===== src/rtl/w5300_bus_master_pkg.sv =====
// Shared op encodings, FSM state constants and default bus timing for the W5300 bus master.
package w5300_bus_master_pkg;

    localparam logic       OP_WR   = 1'b1;
    localparam logic       OP_RD   = 1'b0;
    localparam logic [9:0] IR_ADDR = 10'h002;

    localparam int RST_LOW_CYC_DEF  = 200;
    localparam int RST_WAIT_CYC_DEF = 1_000_000;
    localparam int SETUP_CYC_DEF    = 2;
    localparam int STROBE_CYC_DEF   = 5;
    localparam int HOLD_CYC_DEF     = 1;
    localparam int RECOVER_CYC_DEF  = 3;

    typedef logic [2:0] bus_state_t;
    localparam bus_state_t ST_RST_LOW  = 3'd0;
    localparam bus_state_t ST_RST_WAIT = 3'd1;
    localparam bus_state_t ST_IDLE     = 3'd2;
    localparam bus_state_t ST_SETUP    = 3'd3;
    localparam bus_state_t ST_STROBE   = 3'd4;
    localparam bus_state_t ST_RECOVER  = 3'd5;
    localparam bus_state_t ST_HOLD     = 3'd6;

    typedef struct packed {
        bus_state_t state;
        logic       int_pend;
    } bus_dbg_t;

    function automatic int max6(input int a, input int b, input int c,
                                input int d, input int e, input int f);
        int m;
        m = a;
        if (b > m) m = b;
        if (c > m) m = c;
        if (d > m) m = d;
        if (e > m) m = e;
        if (f > m) m = f;
        return m;
    endfunction

endpackage


===== src/rtl/w5300_bus_master_int_sync.sv =====
// Two-flop synchronizer for the W5300 interrupt pin plus a falling-edge detector.
module w5300_int_sync (
    input  logic clk,
    input  logic rst,
    input  logic int_n_i,
    output logic int_lvl_n_o,
    output logic int_fall_o
);

    logic [2:0] sync_q;
    logic [2:0] sync_d;

    always_comb begin
        sync_d = {sync_q[1:0], int_n_i};
    end

    // Idle level of the pin is high, so reset to "no interrupt".
    always_ff @(posedge clk or posedge rst) begin
        if (rst) begin
            sync_q <= 3'b111;
        end else begin
            sync_q <= sync_d;
        end
    end

    assign int_lvl_n_o = sync_q[1];
    assign int_fall_o  = sync_q[2] & ~sync_q[1];

endmodule


===== src/rtl/w5300_bus_master.sv =====
// W5300 direct-mode 16-bit bus master: chip reset sequencing plus timed single register accesses.
// Optional interrupt synchronizer and sticky flag enabled by W5300_INT_SYNC_EN.
module w5300_bus_master
    import w5300_bus_master_pkg::*;
#(
    parameter int RST_LOW_CYC  = RST_LOW_CYC_DEF,
    parameter int RST_WAIT_CYC = RST_WAIT_CYC_DEF,
    parameter int SETUP_CYC    = SETUP_CYC_DEF,
    parameter int STROBE_CYC   = STROBE_CYC_DEF,
    parameter int HOLD_CYC     = HOLD_CYC_DEF,
    parameter int RECOVER_CYC  = RECOVER_CYC_DEF
) (
    input  logic        clk,
    input  logic        rst,
    output logic        ready,
    input  logic        enable,
    input  logic [10:0] addr,
    input  logic [15:0] wr_data,
    output logic [15:0] rd_data,
    output logic        op_state,
    output logic        busy,
    output logic        w5300_rst_n,
    output logic [9:0]  w5300_addr,
    output logic [15:0] w5300_data_o,
    output logic        w5300_data_oe,
    input  logic [15:0] w5300_data_i,
    output logic        w5300_cs_n,
    output logic        w5300_wr_n,
    output logic        w5300_rd_n,
    input  logic        w5300_int_n,
    output logic        irq,
    output bus_dbg_t    dbg
);

    localparam int MAX_CYC = max6(RST_LOW_CYC, RST_WAIT_CYC, SETUP_CYC,
                                  STROBE_CYC, HOLD_CYC, RECOVER_CYC);
    localparam int CNT_W   = (MAX_CYC < 2) ? 1 : $clog2(MAX_CYC);

    localparam logic [CNT_W-1:0] RST_LOW_LD  = CNT_W'(RST_LOW_CYC - 1);
    localparam logic [CNT_W-1:0] RST_WAIT_LD = CNT_W'(RST_WAIT_CYC - 1);
    localparam logic [CNT_W-1:0] SETUP_LD    = CNT_W'(SETUP_CYC - 1);
    localparam logic [CNT_W-1:0] STROBE_LD   = CNT_W'(STROBE_CYC - 1);
    localparam logic [CNT_W-1:0] HOLD_LD     = CNT_W'(HOLD_CYC - 1);
    localparam logic [CNT_W-1:0] RECOVER_LD  = CNT_W'(RECOVER_CYC - 1);

    bus_state_t       state_q, state_d;
    logic [CNT_W-1:0] cnt_q, cnt_d;
    logic             ready_q, ready_d;
    logic             rst_n_q, rst_n_d;
    logic             op_q, op_d;
    logic [9:0]       bus_addr_q, bus_addr_d;
    logic [15:0]      data_o_q, data_o_d;
    logic             oe_q, oe_d;
    logic             cs_n_q, cs_n_d;
    logic             wr_n_q, wr_n_d;
    logic             rd_n_q, rd_n_d;
    logic             busy_q, busy_d;
    logic [15:0]      rd_data_q, rd_data_d;
    logic             op_state_q, op_state_d;
    logic             cnt_zero;
    logic             int_pend;

    // Handshake: enable is sampled only in Idle (which implies ready=1); addr/wr_data are
    // captured on that edge and ignored afterwards; op_state pulses exactly once per access.
    always_comb begin
        state_d    = state_q;
        cnt_d      = cnt_q;
        ready_d    = ready_q;
        rst_n_d    = rst_n_q;
        op_d       = op_q;
        bus_addr_d = bus_addr_q;
        data_o_d   = data_o_q;
        oe_d       = oe_q;
        cs_n_d     = cs_n_q;
        wr_n_d     = wr_n_q;
        rd_n_d     = rd_n_q;
        busy_d     = busy_q;
        rd_data_d  = rd_data_q;
        cnt_zero   = (cnt_q == '0);

        unique case (state_q)
            ST_RST_LOW: begin
                if (cnt_zero) begin
                    state_d = ST_RST_WAIT;
                    cnt_d   = RST_WAIT_LD;
                    rst_n_d = 1'b1;
                end else begin
                    cnt_d = cnt_q - 1'b1;
                end
            end
            ST_RST_WAIT: begin
                if (cnt_zero) begin
                    state_d = ST_IDLE;
                    ready_d = 1'b1;
                end else begin
                    cnt_d = cnt_q - 1'b1;
                end
            end
            ST_IDLE: begin
                if (enable) begin
                    state_d    = ST_SETUP;
                    cnt_d      = SETUP_LD;
                    op_d       = addr[10];
                    bus_addr_d = addr[9:0];
                    data_o_d   = wr_data;
                    cs_n_d     = 1'b0;
                    oe_d       = (addr[10] == OP_WR);
                    busy_d     = 1'b1;
                end
            end
            ST_SETUP: begin
                if (cnt_zero) begin
                    state_d = ST_STROBE;
                    cnt_d   = STROBE_LD;
                    wr_n_d  = (op_q != OP_WR);
                    rd_n_d  = (op_q == OP_WR);
                end else begin
                    cnt_d = cnt_q - 1'b1;
                end
            end
            ST_STROBE: begin
                if (cnt_zero) begin
                    state_d = ST_HOLD;
                    cnt_d   = HOLD_LD;
                    wr_n_d  = 1'b1;
                    rd_n_d  = 1'b1;
                    if (op_q == OP_RD) rd_data_d = w5300_data_i;
                end else begin
                    cnt_d = cnt_q - 1'b1;
                end
            end
            ST_HOLD: begin
                if (cnt_zero) begin
                    state_d = ST_RECOVER;
                    cnt_d   = RECOVER_LD;
                    cs_n_d  = 1'b1;
                    oe_d    = 1'b0;
                end else begin
                    cnt_d = cnt_q - 1'b1;
                end
            end
            ST_RECOVER: begin
                if (cnt_zero) begin
                    state_d = ST_IDLE;
                    busy_d  = 1'b0;
                end else begin
                    cnt_d = cnt_q - 1'b1;
                end
            end
            default: begin
                state_d = ST_RST_LOW;
                cnt_d   = RST_LOW_LD;
                ready_d = 1'b0;
                rst_n_d = 1'b0;
                oe_d    = 1'b0;
                cs_n_d  = 1'b1;
                wr_n_d  = 1'b1;
                rd_n_d  = 1'b1;
                busy_d  = 1'b0;
            end
        endcase

        // Registered so the pulse lands on the final Hold cycle.
        op_state_d = (state_d == ST_HOLD) && (cnt_d == '0);
    end

    always_ff @(posedge clk or posedge rst) begin
        if (rst) begin
            state_q    <= ST_RST_LOW;
            cnt_q      <= RST_LOW_LD;
            ready_q    <= 1'b0;
            rst_n_q    <= 1'b0;
            op_q       <= OP_RD;
            bus_addr_q <= '0;
            data_o_q   <= '0;
            oe_q       <= 1'b0;
            cs_n_q     <= 1'b1;
            wr_n_q     <= 1'b1;
            rd_n_q     <= 1'b1;
            busy_q     <= 1'b0;
            rd_data_q  <= '0;
            op_state_q <= 1'b0;
        end else begin
            state_q    <= state_d;
            cnt_q      <= cnt_d;
            ready_q    <= ready_d;
            rst_n_q    <= rst_n_d;
            op_q       <= op_d;
            bus_addr_q <= bus_addr_d;
            data_o_q   <= data_o_d;
            oe_q       <= oe_d;
            cs_n_q     <= cs_n_d;
            wr_n_q     <= wr_n_d;
            rd_n_q     <= rd_n_d;
            busy_q     <= busy_d;
            rd_data_q  <= rd_data_d;
            op_state_q <= op_state_d;
        end
    end

`ifdef W5300_INT_SYNC_EN
    logic int_lvl_n;
    logic int_fall;
    logic int_pend_q, int_pend_d;

    w5300_int_sync u_int_sync (
        .clk         (clk),
        .rst         (rst),
        .int_n_i     (w5300_int_n),
        .int_lvl_n_o (int_lvl_n),
        .int_fall_o  (int_fall)
    );

    // A new falling edge wins over a simultaneous IR read completion.
    always_comb begin
        int_pend_d = int_pend_q;
        if (op_state_q && (op_q == OP_RD) && (bus_addr_q == IR_ADDR)) int_pend_d = 1'b0;
        if (int_fall) int_pend_d = 1'b1;
    end

    always_ff @(posedge clk or posedge rst) begin
        if (rst) begin
            int_pend_q <= 1'b0;
        end else begin
            int_pend_q <= int_pend_d;
        end
    end

    assign int_pend = int_pend_q;
    assign irq      = ready_q & ~int_lvl_n;
`else
    logic int_unused;
    assign int_unused = w5300_int_n;
    assign int_pend   = 1'b0;
    assign irq        = 1'b0;
`endif

    assign ready         = ready_q;
    assign rd_data       = rd_data_q;
    assign op_state      = op_state_q;
    assign busy          = busy_q;
    assign w5300_rst_n   = rst_n_q;
    assign w5300_addr    = bus_addr_q;
    assign w5300_data_o  = data_o_q;
    assign w5300_data_oe = oe_q;
    assign w5300_cs_n    = cs_n_q;
    assign w5300_wr_n    = wr_n_q;
    assign w5300_rd_n    = rd_n_q;

    always_comb begin
        dbg.state    = state_q;
        dbg.int_pend = int_pend;
    end

endmodule


===== config.mk =====
export PLATFORM = sky130hd
export DESIGN_NAME = w5300_bus_master
export DESIGN_NICKNAME = d
export VERILOG_FILES = /design/src/rtl/w5300_bus_master_pkg.sv /design/src/rtl/w5300_bus_master_int_sync.sv /design/src/rtl/w5300_bus_master.sv
export SDC_FILE = /design/constraint.sdc
export NUM_CORES = 1
export LEC_CHECK = 0
export ABC_AREA = 0
export CORE_MARGIN = 5
export CORE_UTILIZATION = 44
export CTS_CLUSTER_DIAMETER = 40
export DETAILED_ROUTE_END_ITERATION = 7
export GPL_TIMING_DRIVEN = 0
export PLACE_DENSITY = 0.78
export SYNTH_ARGS = -nofsm -noshare
export SYNTH_HDL_FRONTEND = slang
export SYNTH_SLANG_ARGS = --single-unit

===== constraint.sdc =====
create_clock -name clk -period 2.87 [get_ports clk]
set_clock_uncertainty 0.15 [all_clocks]
set_input_delay 0.4305 -clock clk [delete_from_list [all_inputs] [get_ports clk]]
set_output_delay 0.4305 -clock clk [all_outputs]
set_load 0.02 [all_outputs]

# [After elaboration in Yosys (flattened, before gate mapping)]
# Cells that the tools add are included.
[totals] inputBits=47 reg_bits=74
[classes] n_eq_ne=14 n_bitwise=6 n_addsub=1 reduce_logical=17 n_mux=28
[ops] op="20-bit 2-to-1 mux" count=6
[ops] op="20-bit case mux with 6 select lines" count=1
[ops] op="20-bit logical NOT" count=2
[ops] op="20-bit by 1-bit subtractor with 20-bit output (second input constant)" count=1
[ops] op="3-bit 2-to-1 mux" count=6
[ops] op="3-bit case mux with 6 select lines" count=1
[ops] op="1-bit case mux with 3 select lines" count=5
[ops] op="5-bit OR reduction" count=3
[ops] op="2-bit inequality test (second input constant)" count=7
[ops] op="3-bit equality test (second input constant)" count=4
[ops] op="3-bit AND reduction" count=4
[ops] op="6-bit OR reduction" count=2
[ops] op="1-bit 2-to-1 mux" count=7
[ops] op="3-bit by 2-bit equality test with 1-bit output (second input constant)" count=2
[ops] op="1-bit NOT" count=6
[ops] op="2-bit AND reduction" count=3
[ops] op="1-bit case mux with 2 select lines" count=2
[ops] op="3-bit by 1-bit equality test with 1-bit output (second input constant)" count=1
[ops] op="3-bit logical NOT" count=1
[ops] op="2-bit OR reduction" count=1
[ops] op="1-bit logical AND" count=1

# [Logic depth before layout (Yosys ltp)]
# Gate-level depths: netlist of run 1.
[logic_depth] word_depth=5 ltp_mapped=12 ltp_nobuf=12

# [Worst setup path after synthesis of run 1]
# Ideal clock, no wire load.
[synth_timing] path_type="flip-flop to flip-flop" start="register cnt_q[3]" end="register op_state_q, in the netlist op_state" path_buffers=1 path_stages_with_launch=12 required_ps=2652 t_arrival_ps=2775 setup_time_ps=68 slack_ps=-123 path_cell_list="dfrtp_1 > buf_6 > nor4_1 > nand4_2 > nor2_1 > inv_2 > ha_1 > o221ai_1 > a211o_1 > nor4_1 > and4bb_1 > and4_1"
[synth_between] elab_chain_cells=5 word_cells_on_any_way=18 cone_classes="add/sub (1); eq/ne (1); mux (13); reduce/logical (3)"
[synth_rtl] item="start, declared" line_no="w5300_bus_master.sv:47" source="logic [CNT_W-1:0] cnt_q, cnt_d;"
[synth_rtl] item="start signal, assigned" line_no="w5300_bus_master.sv:185" source="cnt_q <= cnt_d;"
[synth_rtl] item="20-bit logical NOT (*)" line_no="w5300_bus_master.sv:79" source="cnt_zero = (cnt_q == '0);"
[synth_rtl] item="20-bit 2-to-1 mux (on tied branches)"
[synth_rtl] item="20-bit case mux with 6 select lines (*)" line_no="w5300_bus_master.sv:81" source="unique case (state_q)"
[synth_rtl] item="net cnt_d[0]" line_no="w5300_bus_master.sv:47"
[synth_rtl] item="20-bit logical NOT (*)" line_no="w5300_bus_master.sv:164" source="op_state_d = (state_d == ST_HOLD) && (cnt_d == '0);"
[synth_rtl] item="1-bit logical AND (*)" line_no="w5300_bus_master.sv:164"
[synth_rtl] item="net op_state_d" line_no="w5300_bus_master.sv:59" source="logic op_state_q, op_state_d;"
[synth_rtl] item="end signal, assigned" line_no="w5300_bus_master.sv:197" source="op_state_q <= op_state_d;"
[synth_rtl] item="end, declared" line_no="w5300_bus_master.sv:59"
# Mark *: on every way through the listed nets, which the timed path passes. The rest lies on a longest branch.
# A chain may end at the register's enable or synchronous reset.

# [Worst setup path after layout of run 1]
[layout_timing] start="register cnt_q[3]" end="register op_state_q, in the netlist op_state"
[layout_between] elab_chain_cells=5 word_cells_on_any_way=18 cone_classes="add/sub (1); eq/ne (1); mux (13); reduce/logical (3)"
[layout_rtl] item="20-bit by 1-bit subtractor with 20-bit output or 20-bit logical NOT (tied branches)"
[layout_rtl] item="20-bit 2-to-1 mux (tied with other cells)" line_no="w5300_bus_master.sv:92, w5300_bus_master.sv:143"
[layout_rtl] item="20-bit case mux with 6 select lines or 3-bit case mux with 6 select lines (tied branches)" line_no="w5300_bus_master.sv:81"
[layout_rtl] item="20-bit logical NOT or 3-bit equality test (tied branches)" line_no="w5300_bus_master.sv:164"
[layout_rtl] item="1-bit logical AND (*)" line_no="w5300_bus_master.sv:164"
[layout_rtl] item="net op_state_d" line_no="w5300_bus_master.sv:59"
# Marks and branches as above.

==> results.toml, run 1 <==
[timing]
hold_ws_ns = 0.253
worst_slack_ns = -0.0730
fin_crit_sh = 1.03
max_slew_margin = 0.505
final_max_slew_viol_count = 0
hold_violations = 0
rsz0062_at_grt = "yes"
setup_viol = 1
fmax_ghz = 0.340
tightest_slew_ns = 0.739
period_minus_slack_ns = 2.94
finalSetupTns_ns = -0.0730

[worst_setup_path]
slowest_stage = "dfrtp_1"
start_kind = "register"
critPathMaxStageDelay_ns = 0.38
required_ns = 3.00
crit_buf_inv = 4
path_common_cell = "buf_4"
crit_fanout = 8
crit_chain = "buf_6, nor4_4, nand4_2, buf_4, buf_4, buf_4, o31ai_1, a31oi_1, nor4_4, and4bb_1, and4_1"
critPathArrivalTime_ns = 3.07
critical_path_class = "register to register"
critPathTopFamily = "simple AND/OR/NAND/NOR gates"
crit_path_end_kind = "register"

[drt]
initialDrtViolationCount = 377
viasPerCell = 6.10
drt_pass1_iterations = 5
drtAntennaViolNets = 0
vias = 3523
routedWlPerCell_um = 19.2
routed_wl_mm = 11.1
drc = 0

[power]
p_sw_mw = 0.448
seqPwrFrac = 0.505
internal-power_mw = 1.62
max-vdd-ir-drop_mv = 0.297
total_power_mw = 2.06
pwr-share-comb = 0.045
switching_share = 0.217
power.leakage_nw = 2.31
clkPwrFrac = 0.450
p_per_area_nw_per_um2 = 379

[run]
cap_violations = 0

[clock_tree]
clk_latency_ns = 0.35
clock-sinks = 74
cts_root_buffer = "clkbuf_8"
cts_tree = "yes"
clock_path_buffers = 2
h-tree-depth = 3
cts-buffers-inserted = 9
clk_pin_slew_ns = 0.09

[placed_design]
place_area_um2 = 4920
portBuffers = 98
dp.cells = 554
post-place-ws_ns = -0.650
place_congestion = 0.931
hpwl_mm = 7.63

[global_route]
grt_max_degree = 52
grt_pass1_wl_mm = 18.0
grt_pass1_vias = 3610
antenna_found_initial = 0
grt_util_all_layers = 0.219
gr-total-overflow = 0

[logic_synthesis]
netlist.area_leader.share = 0.439
syn_area_um2 = 3760
ys_seq_area_frac = 0.495
syn_inst = 349
yosysUniqueCellTypes = 58
ys_seq_elements = 74
ys.flop_type = "dfrtp_1"
synth_edf_count = 0
synth_top_area_cell = "dfrtp_1"
synth_area_leaders = "dfrtp_1 (44%), mux2_2 (13%), dfstp_2 (5.6%)"
async_flop_share = 1.00
syn_avg_cell_area_um2 = 10.8
yosys_warnings = 0

[finish]
postLayoutCoreUtil = 0.659
layout_common_cells = "clkdlybuf4s50_1 (98), dfrtp_1 (62), mux2_2 (43)"
drive_gt1_frac = 0.279
syn_to_final_growth_pct = 44.8
final_common_cell = "clkdlybuf4s50_1"
design_area_um2 = 5440
antenna_cells = 0
layout.nets = 523
fin_cells = 578

[die]
start_util = 0.455
die_w_um = 102
coreArea_um2 = 8260
rows = 33
die_h_um = 102
num_io_pins = 102
die_area_um2 = 10500

[outcome]
violations = "setup timing"
outcome = "complete, but fails checks"

[hold_path]
hp-class = "primary input to async pin"
kinds of logic (layout without fill, tap and decap cells):
logic type	Yosys count	in the layout	synth area share
AO/OA/AOI/OAI	84	84	0.143
XOR/XNOR	3	3	0.00699
adder cells (fa/ha/maj)	7	7	0.0233
buffers and inverters	27	150	0.0316
flip-flops	74	74	0.495
multiplexers	45	45	0.134
other	1	2	0.000997
AND/OR/NAND/NOR	108	108	0.165
flip-flops by register name (all words and copies together), names as in the netlist, 3 cells and up:
signal        flops
cnt_q            20
rd_data          16
w5300_data_o     16
w5300_addr       10
state_q           3
cell usage after synthesis (all sizes together), types with 4 or more instances:
library cell / count
o21ai: 26
nand3: 5
a31oi: 4
a21oi: 19
a21o: 4
dfstp: 8
a211o: 4
nor2b: 4
and3: 4
mux2: 43
ha: 7
nand2: 25
or4: 6
buf: 5
dfrtp: 66
nand4: 4
o31ai: 4
inv: 12
nor4: 11
nor3: 14
or3: 4
clkbuf: 10
o211ai: 7
nor2: 17
cell type report:
class	count	area [um2]
Fill cell	618	2820
Buffer	12	73.8
Timing Repair Buffer	111	1100
Sequential cell	74	1870
Inverter	12	50.0
Clock buffer	10	138
Multi-Input combinational cell	249	2000
Clock inverter	5	85.1
Tap cell	105	131
per-layer routing:
metal  part of all wire  up-vias  wire [um]  global-route usage
li1                   -     1542          -                   -
met3               0.13       47       1490              0.0956
met2               0.47      246       5190               0.338
met1               0.36     1688       4040               0.268
met5                  0        -          0                   0
met4              0.032        0        357              0.0959
power groups by stage:
stage	clock [mW]	combinational [mW]	sequential (mW)
finish	0.930	0.0922	1.04
detailed placement	0	0.0935	1.06
floorplan	0	0.0203	1.06
global placement	0	0.0866	1.06
global route	0.990	0.101	1.04
CTS	0.942	0.0941	1.04
worst paths after layout:
path                                   startpoint                     end  slack (ns)  depth (start not counted)
setup / recovery               cnt_q[3]$_DFF_PP0_      op_state$_DFF_PP0_       -0.07                         11
hold / removal                                rst     cnt_q[14]$_DFF_PP0_        0.25                          2
setup reg to reg               cnt_q[3]$_DFF_PP0_      op_state$_DFF_PP0_       -0.07                         11
hold reg to reg            w5300_rd_n$_DFFE_PP1P_  w5300_rd_n$_DFFE_PP1P_        0.36                          2
max in group asynchronous                     rst  w5300_cs_n$_DFFE_PP1P_        1.72                          3
min in group clk           w5300_rd_n$_DFFE_PP1P_  w5300_rd_n$_DFFE_PP1P_        0.36                          2
repair_timing:
action / 4_1_cts / 5_1_grt
buffers inserted: 7 / 5
gates resized for setup: 33 / 18
pin swaps: 6 / 9
hold buffers: 0 / 0
endpoints found under the setup margin: 46 / 27
Note: power is estimated with default switching activity, not from simulation.
==> run 2: changes to the inputs <==
--- a/config.mk
+++ b/config.mk
@@ -10,7 +10,7 @@
 export CORE_UTILIZATION = 44
 export CTS_CLUSTER_DIAMETER = 40
 export DETAILED_ROUTE_END_ITERATION = 7
-export GPL_TIMING_DRIVEN = 0
+export GPL_TIMING_DRIVEN = 1
 export PLACE_DENSITY = 0.78
 export SYNTH_ARGS = -nofsm -noshare
 export SYNTH_HDL_FRONTEND = slang
==> run 2 against run 1 <==
Effect of this change:
- the run now ends clean
- sequential power about the same
- setup slack improved by 0.16 ns
- clock power increased by 8%
- hold slack improved by 0.0097 ns
- largest cell class unchanged
==> results.toml, run 2 (same netlist as run 1, synthesis figures left out) <==
[outcome]
outcome = "completed"

[worst_setup_path]
start_kind = "register"
r2r-end = "op_state$_DFF_PP0_"
critPathArrivalTime_ns = 2.92
reg2reg_depth = 8
crit_chain = "or4_4, buf_4, nor4_4, buf_4, o311ai_2, nor4_1, nor4bb_2, and4_1"
timing.rr.start = "cnt_q[5]$_DFF_PP0_"
path_common_cell = "buf_4"
critical_path_class = "register to register"
crit_path_end_kind = "register"
critPathMaxStageDelay_ns = 0.57
slowest_stage = "or4_4"
required_ns = 3.01
crit_fanout = 4
r2r_slack_ns = 0.09

[drt]
initialDrtViolationCount = 172
viasPerCell = 5.71
vias = 3457
drtAntennaViolNets = 0
routedWlPerCell_um = 18.3
drt_pass1_iterations = 5
drc = 0
routed_wl_mm = 11.1

[finish]
layout.nets = 549
syn_to_final_growth_pct = 48.3
largest_reg_flops = 20
final_common_cell = "clkdlybuf4s50_1"
layout_common_cells = "clkdlybuf4s50_1 (98), dfrtp_1 (65), buf_4 (48)"
antenna_cells = 0
postLayoutCoreUtil = 0.675
design_area_um2 = 5580
drive_gt1_frac = 0.294
fin_cells = 605
regMostFlops = "cnt_q"

[clock_tree]
clock-sinks = 74
clock_path_buffers = 2
clk_latency_ns = 0.36
post_cts_buffers = 0
h-tree-depth = 3
cts_tree = "yes"
clk_pin_slew_ns = 0.08
cts-buffers-inserted = 9
cts_root_buffer = "clkbuf_8"

[placed_design]
post-place-ws_ns = 0.0218
hpwl_mm = 8.19
portBuffers = 98
dp.cells = 589
place_area_um2 = 5220
place_congestion = 0.956

[global_route]
grt_pass1_vias = 3503
grt_pass1_wl_mm = 17.7
grt_util_all_layers = 0.218
antenna_found_initial = 0
gr-total-overflow = 0
grt_max_degree = 56

[die]
num_io_pins = 102
coreArea_um2 = 8260
die_w_um = 102
die_h_um = 102
die_area_um2 = 10500
start_util = 0.455
rows = 33

[power]
max-vdd-ir-drop_mv = 0.278
total_power_mw = 2.13
power.leakage_nw = 2.45
p_per_area_nw_per_um2 = 383

[timing]
tightest_slew_ns = 0.560
hold_ws_ns = 0.263
worst_slack_ns = 0.0875
max_slew_margin = 0.622
period_minus_slack_ns = 2.78
fmax_ghz = 0.359
fin_crit_sh = 0.970
setup_viol = 0
hold_violations = 0
final_max_slew_viol_count = 0
finalSetupTns_ns = 0

[hold_path]
hp-class = "primary input to async pin"

[run]
cap_violations = 0
==> run 2: power breakdown <==
| group | internal (mW) | switching [mW] | total (mW) |
|---|---|---|---|
| registers | 1.04 | 0 | 1.04 |
| logic | 0.0573 | 0.0326 | 0.0899 |
| clock network | 0.581 | 0.421 | 1.00 |
| total | 1.68 | 0.453 | 2.13 |
==> run 2: worst max-delay path by stage <==
stage	cells after the start	start	to
floorplan	12	cnt_q[0]$_DFF_PP1_	op_state$_DFF_PP0_
global placement	8	enable	op_state$_DFF_PP0_
detailed placement	8	enable	op_state$_DFF_PP0_
CTS	7	cnt_q[4]$_DFF_PP0_	op_state$_DFF_PP0_
global route	8	cnt_q[5]$_DFF_PP0_	op_state$_DFF_PP0_
finish	8	cnt_q[5]$_DFF_PP0_	op_state$_DFF_PP0_
==> run 2: layer usage <==
metal  up-vias  track usage  wire length, um
li1       1594            -                -
met1      1655        0.277             4460
met5         -            0                0
met4         0       0.0747              274
met2       177        0.337             5080
met3        31       0.0915             1240
==> run 2: critical path: cells and delay by family, from the launching register on <==
family                 cells  cell delay, ns
AOI/OAI and AO/OA          1            0.12
buffers and inverters      2            0.36
DFF                        1            0.43
and+or+nand+nor            5            1.65
==> run 2: timing repair <==
action / CTS / global route
gates resized for setup: 0 / 21
hold buffers: 0 / 0
setup endpoints to repair: 0 / 1
==> run 2: layout make-up <==
cell class,count,area (um2)
inverters,12,45.0
multi-input cells,249,1900
well taps,105,131
repair buffers,149,1390
clock buffers,10,128
clock inverters,6,115
flip-flops and latches,74,1860
fillers,631,2680
==> run 3: changes to the inputs <==
--- a/config.mk
+++ b/config.mk
@@ -7,11 +7,11 @@
 export LEC_CHECK = 0
 export ABC_AREA = 0
 export CORE_MARGIN = 5
-export CORE_UTILIZATION = 44
+export CORE_UTILIZATION = 52
 export CTS_CLUSTER_DIAMETER = 40
 export DETAILED_ROUTE_END_ITERATION = 7
 export GPL_TIMING_DRIVEN = 1
-export PLACE_DENSITY = 0.78
+export PLACE_DENSITY = 0.86
 export SYNTH_ARGS = -nofsm -noshare
 export SYNTH_HDL_FRONTEND = slang
 export SYNTH_SLANG_ARGS = --single-unit
==> constraint.sdc (replaced) <==
create_clock -name clk -period 3.3 [get_ports clk]
set_clock_uncertainty 0.15 [all_clocks]
set_input_delay 0.495 -clock clk [delete_from_list [all_inputs] [get_ports clk]]
set_output_delay 0.495 -clock clk [all_outputs]
set_load 0.02 [all_outputs]
==> run 3 against run 2 <==
Effect of this change:
- largest cell class is now registers
- maximum frequency fell by 9.8%
- non-clock buffer count fell by 38
- sequential cell count did not move
- clock power fell by 35%
- count of clock-buffer cells in the layout did not move
- critical endpoint unchanged
- highest routed layer unchanged
- first-iteration DRC count fell by 8.7%
==> results.toml, run 3 (same netlist as run 1, synthesis figures left out) <==
[worst_setup_path]
crit_path_end_kind = "register"
required_ns = 3.44
critPathMaxStageDelay_ns = 0.70
crit_buf_inv = 0
start_kind = "register"
crit_fanout = 6
slowest_stage = "or4_1"
crit_chain = "or4_1, or4_4, nor3_1, xnor2_1, o211ai_1, nor4bb_1, and4_1"
critical_path_class = "register to register"
critPathArrivalTime_ns = 3.23
critPathTopFamily = "simple AND/OR/NAND/NOR gates"

[finish]
syn_to_final_growth_pct = 35.0
fillers = 535
design_area_um2 = 5070
largest_reg_flops = 20
final_common_cell = "clkdlybuf4s50_1"
postLayoutCoreUtil = 0.711
fin_cells = 561
layout_common_cells = "clkdlybuf4s50_1 (98), dfrtp_1 (66), mux2_2 (43)"
drive_gt1_frac = 0.203
antenna_cells = 0
layout.nets = 511
regMostFlops = "cnt_q"

[timing]
hold_violations = 0
finalSetupTns_ns = 0
setup_viol = 0
max_slew_margin = 0.571
hold_ws_ns = 0.344
fin_crit_sh = 0.935
fmax_ghz = 0.324
worst_slack_ns = 0.214
final_max_slew_viol_count = 0
tightest_slew_ns = 0.640
rsz0062_at_grt = "no"
period_minus_slack_ns = 3.09

[hold_path]
hp-class = "register to register"

[run]
cap_violations = 0

[clock_tree]
clock-sinks = 74
cts_tree = "yes"
cts_root_buffer = "clkbuf_8"
clock_path_buffers = 2
clk_pin_slew_ns = 0.09
h-tree-depth = 3
clk_latency_ns = 0.35
cts-buffers-inserted = 9

[global_route]
grt_pass1_wl_mm = 16.8
grt_pass1_vias = 3399
grt_max_degree = 41
gr-total-overflow = 0
grt_util_all_layers = 0.243
antenna_found_initial = 0

[power]
total_power_mw = 1.63
max-vdd-ir-drop_mv = 0.357
p_per_area_nw_per_um2 = 322
power.leakage_nw = 2.21

[drt]
drtAntennaViolNets = 0
vias = 3265
drc = 0
routed_wl_mm = 10.2
initialDrtViolationCount = 157
drt_pass1_iterations = 4
viasPerCell = 5.82
routedWlPerCell_um = 18.2

[placed_design]
dp.cells = 545
place_congestion = 0.948
post-place-ws_ns = 0.171
place_area_um2 = 4890
portBuffers = 98
hpwl_mm = 7.55

[die]
die_area_um2 = 9030
coreArea_um2 = 7140
die_h_um = 95.0
die_w_um = 95.0
start_util = 0.527
rows = 31
num_io_pins = 102

[outcome]
outcome = "completed"
## run 3: worst paths after layout
path                                        startpoint                            to  slack [ns]  depth (start not counted)
worst max-delay path                cnt_q[4]$_DFF_PP0_            op_state$_DFF_PP0_        0.21                          7
worst min-delay path            w5300_rd_n$_DFFE_PP1P_        w5300_rd_n$_DFFE_PP1P_        0.34                          2
worst max register to register      cnt_q[4]$_DFF_PP0_            op_state$_DFF_PP0_        0.21                          7
worst min register to register  w5300_rd_n$_DFFE_PP1P_        w5300_rd_n$_DFFE_PP1P_        0.34                          2
max in group asynchronous                          rst            cnt_q[6]$_DFF_PP1_        2.17                          3
min in group asynchronous                          rst  w5300_data_o[13]$_DFFE_PP0P_        0.43                          3
## run 3: layout make-up
cell class / instances / area, um2 / share of cell area
Timing Repair Buffer: 111 / 1080 / 0.213
Inverter: 12 / 45.0 / 0.00888
Multi-Input combinational cell: 249 / 1790 / 0.352
Sequential cell: 74 / 1860 / 0.367
Clock buffer: 10 / 128 / 0.0251
Tap cell: 99 / 124 / 0.0244
Clock inverter: 6 / 50.0 / 0.00986
## run 3: repair_timing
action,in CTS,in global routing
hold buffers,0,0
buffers inserted,0,0
gates resized for setup,0,1
setup endpoints to repair,0,1
## run 3: metal layers
| layer | share of wire | GRT usage | up-vias |
|---|---|---|---|
| met2 | 0.47 | 0.374 | 159 |
| met3 | 0.11 | 0.114 | 22 |
| met5 | 0 | 0 | - |
| met1 | 0.40 | 0.294 | 1573 |
| met4 | 0.024 | 0.101 | 0 |
| li1 | - | - | 1511 |
## run 3: power by group
part | switching (mW) | internal [mW] | total [mW]
logic | 0.0273 | 0.0482 | 0.0755
clock network | 0.370 | 0.281 | 0.651
registers | 0 | 0.906 | 0.906
## run 3: worst min-delay path: stages (launching register included)
cell and delay (ns):
dfstp_2 0.38, nand2_1 0.04, o21ai_0 0.07
